$ cat src/rtl/gcc_sched.sv
// Weighted geometric-centre sequencer: 6-slot point store, shared multiplier and restoring divider.
// Optional build macro GCC_DUP_FILTER_EN drops a point identical to the most recently written slot.
module gcc_sched #(
  parameter int NPTS = 6,
  parameter int CW   = 8,
  parameter int WW   = 4
) (
  input  logic          CLK,
  input  logic          RESET,
  input  logic          VALID,
  output logic          ACCEPT,
  input  logic [CW-1:0] X,
  input  logic [CW-1:0] Y,
  input  logic [WW-1:0] W,
  output logic          READY,
  output logic          BUSY,
  output logic [CW-1:0] Xc,
  output logic [CW-1:0] Yc
);

  localparam int IW   = $clog2(NPTS);
  localparam int CNTW = $clog2(NPTS + 1);
  localparam int CTW  = $clog2((2 * CW > 2 * NPTS) ? 2 * CW : 2 * NPTS);
  localparam int WSW  = WW + $clog2(NPTS);
  localparam int SW   = CW + WSW;
  localparam int DW   = 2 * CW + 1;

  typedef enum logic [2:0] {S_IDLE, S_DIST, S_SEL, S_SUM, S_DIV, S_DONE} state_e;

  state_e          state_q, state_d;
  logic [CTW-1:0]  cnt_q;
  logic [CNTW-1:0] count_q;
  logic [CW-1:0]   x_q [NPTS];
  logic [CW-1:0]   y_q [NPTS];
  logic [WW-1:0]   w_q [NPTS];
  logic [CW-1:0]   pend_x_q, pend_y_q;
  logic [WW-1:0]   pend_w_q;
  logic [DW-1:0]   acc_q, max_q;
  logic [IW-1:0]   arg_q;
  logic [SW-1:0]   sumxw_q, sumyw_q;
  logic [WSW-1:0]  sumw_q;
  logic [WSW-1:0]  rem_q;
  logic [CW-1:0]   low_q, quot_q, qx_q;
  logic [CW-1:0]   xc_q, yc_q;
  logic            ready_q;

  logic            full, take, dup_hit;
  logic            wr_en;
  logic [IW-1:0]   wr_idx, rd_idx;
  logic [CW-1:0]   wr_x, wr_y, rd_x, rd_y, dx, dy, mul_a, mul_b;
  logic [WW-1:0]   wr_w, rd_w;
  logic [2*CW-1:0] prod;
  logic [CW+WW-1:0] prod_yw;
  logic [DW-1:0]   dist_sum;
  logic [WSW-1:0]  src_rem;
  logic [CW-1:0]   src_low;
  logic [WSW:0]    trial;
  logic            q_bit;

  assign ACCEPT = (state_q == S_IDLE);
  assign BUSY   = !ACCEPT;
  assign READY  = ready_q;
  assign Xc     = xc_q;
  assign Yc     = yc_q;

  assign full = (count_q == CNTW'(NPTS));
  assign take = ACCEPT && VALID && (W != '0) && !dup_hit;

`ifdef GCC_DUP_FILTER_EN
  logic          last_ok_q;
  logic [CW-1:0] last_x_q, last_y_q;
  logic [WW-1:0] last_w_q;

  assign dup_hit = last_ok_q && (X == last_x_q) && (Y == last_y_q) && (W == last_w_q);

  always_ff @(posedge CLK or negedge RESET) begin
    if (!RESET) begin
      last_ok_q <= 1'b0;
      last_x_q  <= '0;
      last_y_q  <= '0;
      last_w_q  <= '0;
    end else if (wr_en) begin
      last_ok_q <= 1'b1;
      last_x_q  <= wr_x;
      last_y_q  <= wr_y;
      last_w_q  <= wr_w;
    end
  end
`else
  assign dup_hit = 1'b0;
`endif

  // NOTE: sequential state uses non-blocking assignments so every flop samples pre-edge values.
  always_ff @(posedge CLK or negedge RESET) begin
    if (!RESET) begin
      state_q <= S_IDLE;
      cnt_q   <= '0;
    end else begin
      state_q <= state_d;
      cnt_q   <= (state_d != state_q || state_q == S_IDLE) ? '0 : cnt_q + CTW'(1);
    end
  end

  // NOTE: every always_comb output gets a default first so no path leaves it unassigned (no latch).
  always_comb begin
    state_d = state_q;
    unique case (state_q)
      S_IDLE: if (take) state_d = full ? S_DIST : S_SUM;
      S_DIST: if (cnt_q == CTW'(2 * NPTS - 1)) state_d = S_SEL;
      S_SEL:  state_d = S_SUM;
      S_SUM:  if (cnt_q == CTW'(NPTS - 1)) state_d = S_DIV;
      S_DIV:  if (cnt_q == CTW'(2 * CW - 1)) state_d = S_DONE;
      S_DONE: state_d = S_IDLE;
      default: state_d = S_IDLE;
    endcase
  end

  always_comb begin
    wr_en  = 1'b0;
    wr_idx = IW'(count_q);
    wr_x   = X;
    wr_y   = Y;
    wr_w   = W;
    if (take && !full) begin
      wr_en = 1'b1;
    end else if (state_q == S_SEL) begin
      wr_en  = 1'b1;
      wr_idx = arg_q;
      wr_x   = pend_x_q;
      wr_y   = pend_y_q;
      wr_w   = pend_w_q;
    end
  end

  // Distance walks two cycles per slot; summation walks one cycle per slot.
  assign rd_idx = (state_q == S_DIST) ? IW'(cnt_q >> 1) : IW'(cnt_q);
  assign rd_x   = x_q[rd_idx];
  assign rd_y   = y_q[rd_idx];
  assign rd_w   = w_q[rd_idx];
  assign dx     = (rd_x >= xc_q) ? rd_x - xc_q : xc_q - rd_x;
  assign dy     = (rd_y >= yc_q) ? rd_y - yc_q : yc_q - rd_y;

  always_comb begin
    mul_a = rd_x;
    mul_b = CW'(rd_w);
    if (state_q == S_DIST) begin
      mul_a = cnt_q[0] ? dy : dx;
      mul_b = cnt_q[0] ? dy : dx;
    end
  end

  assign prod     = (2 * CW)'(mul_a) * (2 * CW)'(mul_b);
  assign prod_yw  = (CW + WW)'(rd_y) * (CW + WW)'(rd_w);
  assign dist_sum = acc_q + DW'(prod);

  // Restoring divider: x quotient in steps 0..CW-1, y quotient in steps CW..2*CW-1.
  always_comb begin
    src_rem = rem_q;
    src_low = low_q;
    if (cnt_q == '0) begin
      src_rem = sumxw_q[SW-1:CW];
      src_low = sumxw_q[CW-1:0];
    end else if (cnt_q == CTW'(CW)) begin
      src_rem = sumyw_q[SW-1:CW];
      src_low = sumyw_q[CW-1:0];
    end
  end

  assign trial = {src_rem, src_low[CW-1]};
  assign q_bit = (trial >= {1'b0, sumw_q});

  // NOTE: the slot store is reset like ordinary flops because its cleared state is architecturally visible.
  always_ff @(posedge CLK or negedge RESET) begin
    if (!RESET) begin
      for (int i = 0; i < NPTS; i++) begin
        x_q[i] <= '0;
        y_q[i] <= '0;
        w_q[i] <= '0;
      end
    end else if (wr_en) begin
      x_q[wr_idx] <= wr_x;
      y_q[wr_idx] <= wr_y;
      w_q[wr_idx] <= wr_w;
    end
  end

  always_ff @(posedge CLK or negedge RESET) begin
    if (!RESET) begin
      count_q  <= '0;
      pend_x_q <= '0;
      pend_y_q <= '0;
      pend_w_q <= '0;
      acc_q    <= '0;
      max_q    <= '0;
      arg_q    <= '0;
      sumxw_q  <= '0;
      sumyw_q  <= '0;
      sumw_q   <= '0;
      rem_q    <= '0;
      low_q    <= '0;
      quot_q   <= '0;
      qx_q     <= '0;
      xc_q     <= '0;
      yc_q     <= '0;
      ready_q  <= 1'b0;
    end else begin
      if (take) begin
        pend_x_q <= X;
        pend_y_q <= Y;
        pend_w_q <= W;
        ready_q  <= 1'b0;
        max_q    <= '0;
        arg_q    <= '0;
        if (!full) count_q <= count_q + CNTW'(1);
      end

      if (state_q == S_DIST) begin
        if (!cnt_q[0]) begin
          acc_q <= DW'(prod);
        end else if (dist_sum > max_q) begin
          max_q <= dist_sum;
          arg_q <= IW'(cnt_q >> 1);
        end
      end

      if (state_q == S_SUM) begin
        sumxw_q <= sumxw_q + SW'(prod);
        sumyw_q <= sumyw_q + SW'(prod_yw);
        sumw_q  <= sumw_q + WSW'(rd_w);
      end else if (state_d == S_SUM) begin
        sumxw_q <= '0;
        sumyw_q <= '0;
        sumw_q  <= '0;
      end

      if (state_q == S_DIV) begin
        rem_q  <= q_bit ? WSW'(trial - {1'b0, sumw_q}) : WSW'(trial);
        low_q  <= src_low << 1;
        quot_q <= {quot_q[CW-2:0], q_bit};
        if (cnt_q == CTW'(CW - 1)) qx_q <= {quot_q[CW-2:0], q_bit};
      end

      if (state_q == S_DONE) begin
        xc_q    <= qx_q;
        yc_q    <= quot_q;
        ready_q <= 1'b1;
      end
    end
  end

endmodule

$ cat config.mk
export PLATFORM = sky130hd
export DESIGN_NAME = gcc_sched
export DESIGN_NICKNAME = d
export VERILOG_FILES = /design/src/rtl/gcc_sched.sv
export SDC_FILE = /design/constraint.sdc
export NUM_CORES = 1
export LEC_CHECK = 0
export CAP_MARGIN = 20
export CORE_UTILIZATION = 59
export CTS_CLUSTER_DIAMETER = 60
export DETAILED_ROUTE_END_ITERATION = 6
export DONT_BUFFER_PORTS = 1
export PLACE_DENSITY_LB_ADDON = 0.05
export REMOVE_ABC_BUFFERS = 1
export SLEW_MARGIN = 20
export SYNTH_ARGS = -nofsm -noshare
export SYNTH_HDL_FRONTEND = slang
export SYNTH_SLANG_ARGS = --single-unit
$ cat constraint.sdc
create_clock -name CLK -period 10.4 [get_ports CLK]
set_input_delay 2.08 -clock CLK [delete_from_list [all_inputs] [get_ports CLK]]
set_output_delay 2.08 -clock CLK [all_outputs]
set_load 0.02 [all_outputs]
==> flow_metrics.env <==
export IMPL_drc=0
export IMPL_dpl_cell_count=2483
export IMPL_yosys_area_top_type="dfrtp_1"
export IMPL_insertion_delay_ps=580
export IMPL_cts_sinks=270
export IMPL_setup_ws_ps=268
export IMPL_synthDistinctLibCells=75
export IMPL_pre_cts_ws_ps=-446
export IMPL_area_growth_pct=16.5
export IMPL_numCtsBuffers=31
export IMPL_maxSlewViolCount=0
export IMPL_cpMaxStageDelayCell="fa_1"
export IMPL_ios=42
export IMPL_grt_pass1_vias=14600
export IMPL_grt_pass1_wl_mm=73.6
export IMPL_io_buffers=0
export IMPL_ant_nets=0
export IMPL_dieArea_um2=32000
export IMPL_fp_dieH_um=179
export IMPL_fmax_mhz=98.7
export IMPL_cts_clk_slew_worst_paths_ps=60
export IMPL_hp_class="flip-flop to flip-flop"
export IMPL_die_w_um=179
export IMPL_crit_arrival_ps=10600
export IMPL_placed_area_um2=19400
export IMPL_h_tree_depth=1
export IMPL_tns_ps=0
export IMPL_grt_ovfl_total=0
export IMPL_start_kind="flip-flop"
export IMPL_drt_wirelength_per_cell_um=18.0
export IMPL_fin_skew_ps=38.8
export IMPL_fin_crit_ps=10130
export IMPL_routed_via_density=5.69
export IMPL_drive_gt1_share_pct=16.4
export IMPL_synth_edf_count=0
export IMPL_required_ps=10870
export IMPL_firstDrtPassIters=5
export IMPL_final_nets=2405
export IMPL_clk_path_buf_depth=3
export IMPL_initial_core_util_pct=60.2
export IMPL_hold_violations=0
export IMPL_wl_mm=46.6
export IMPL_ys_ff_latch=270
export IMPL_yosysWarnings=0
export IMPL_cts_tree="done"
export IMPL_ys_flop_type="dfrtp_1"
export IMPL_synthTopCellsByArea="dfrtp_1 (37%), ha_1 (10%), fa_1 (7.1%), nand2_1 (6.6%), a21oi_1 (4.4%)"
export IMPL_crit_top_cell="buf_4"
export IMPL_async_flop_share_pct=100
export IMPL_gp_congestion=0.903
export IMPL_cpPeakStageDelay_ps=580
export IMPL_rows=64
export IMPL_diodes=0
export IMPL_layout_common_cells="nand2_1 (321), dfrtp_1 (270), nor2_1 (183), inv_1 (171), a21oi_1 (154)"
export IMPL_hpwl_mm=32.4
export IMPL_antenna_found_initial=0
export IMPL_syn_area_um2=18500
export IMPL_drt_iter0_markers=929
export IMPL_vias=14700
export IMPL_fin_crit_sh_pct=97.4
export IMPL_netlist_instances=2064
export IMPL_grt_usage_pct=29.1
export IMPL_endpoint_kind="flip-flop"
export IMPL_synth_seq_area_share_pct=36.6
export IMPL_cts_root_buffer="clkbuf_16"
export IMPL_max_cap_viol_count=0
export IMPL_final_common_cell="nand2_1"
export IMPL_crit_fanout=12
export IMPL_status="finished, final reports clean"
export IMPL_grt_max_degree=271
export IMPL_path_class="flip-flop to flip-flop"
export IMPL_stdcell_area_um2=21500
export IMPL_setup_viol=0
export IMPL_final_cells=2585
export IMPL_core_um2=30700
export IMPL_synthDominantCellAreaShare_pct=36.6
export IMPL_worstMarginPinSlew_ps=1020
export IMPL_slew_headroom_pct=31.4
export IMPL_post_synth_cell_area_avg_um2=8.94
## layer usage
| metal | wire length [um] | track usage, % | vias up |
|---|---|---|---|
| li1 | - | - | 7120 |
| met1 | 20400 | 38.5 | 7209 |
| met2 | 23100 | 50.5 | 303 |
| met3 | 1970 | 3.03 | 65 |
| met4 | 1100 | 8.55 | 0 |
| met5 | 0 | 0 | - |
## worst paths after layout
kind | slack (ps) | end | cells past startpoint | from
worst max-delay path | 270 | max_q[8]$_DFF_PN0_ | 46 | state_q[1]$_DFF_PN0_
worst min-delay path | 470 | pend_y_q[2]$_DFFE_PN0P_ | 2 | pend_y_q[2]$_DFFE_PN0P_
worst max register to register | 270 | max_q[8]$_DFF_PN0_ | 46 | state_q[1]$_DFF_PN0_
worst min register to register | 470 | pend_y_q[2]$_DFFE_PN0P_ | 2 | pend_y_q[2]$_DFFE_PN0P_
max in group asynchronous | 8560 | pend_w_q[2]$_DFFE_PN0P_ | 0 | RESET
min in group asynchronous | 1200 | max_q[9]$_DFF_PN0_ | 0 | RESET
## stage by stage
step                      utilization [%]  hold WS (ps)
final                                70.1           475
after global routing                 70.1           496
after CTS                            67.7           477
after detailed placement             63.4           462
after global placement               63.4           455
after floorplan                         -           442
## cells in the mapped netlist, drive strengths merged, types with 26 or more instances
library cell / n
nand2: 324
dfrtp: 270
nor2: 193
inv: 174
a21oi: 167
o21ai: 157
ha: 153
mux2i: 70
fa: 65
clkbuf: 53
mux2: 50
nand3: 44
a21o: 41
xnor2: 37
buf: 34
xor2: 28
nor2b: 26
## cell families (layout without fill, tap and decap cells)
| logic type | count (synthesis) | count (layout) | synth area share [%] |
|---|---|---|---|
| AOI/OAI and AO/OA | 453 | 453 | 14.7 |
| buffers and inverters | 262 | 387 | 5.70 |
| xor gates and xnor gates | 65 | 65 | 3.09 |
| and+or+nand+nor | 676 | 676 | 15.7 |
| muxes | 120 | 120 | 6.85 |
| adders and majority gates | 218 | 218 | 17.4 |
| DFF | 270 | 270 | 36.6 |
## registers in the layout (all words and copies together) (netlist names), 4 cells and up
register	cells
x_q	48
y_q	48
w_q	24
max_q	17
acc_q	16
sumxw_q	15
sumyw_q	15
Xc	8
Yc	8
pend_x_q	8
pend_y_q	8
quot_q	8
qx_q	8
low_q	7
rem_q	7
sumw_q	7
cnt_q	4
pend_w_q	4
## layout make-up
cell class                      count  area, um2
Clock buffer                       45        898
Clock inverter                     13        186
Fill cell                        2429       9180
Inverter                          175        657
Multi-Input combinational cell   1532      11100
Sequential cell                   270       6760
Tap cell                          396        495
Timing Repair Buffer              154       1350
## worst max-delay path: cells and delay by family (launching register included)
family / cells / cell delay (ps)
buffers and inverters: 9 / 1390
xor gates and xnor gates: 3 / 640
and+or+nand+nor: 9 / 1440
AOI/OAI and AO/OA: 16 / 2380
DFF: 1 / 390
muxes: 1 / 320
adders and majority gates: 8 / 3490
## timing repair
action / in CTS / in global routing
hold buffers: 0 / 0
cloned: 1 / 2
setup endpoints to repair: 20 / 20
resized for setup: 17 / 107
pin swaps: 6 / 62
buffers inserted: 12 / 29
Power is left out: the tool's default activity adds up to more than one toggle a clock period on the data nets, which glitch-free logic cannot reach.
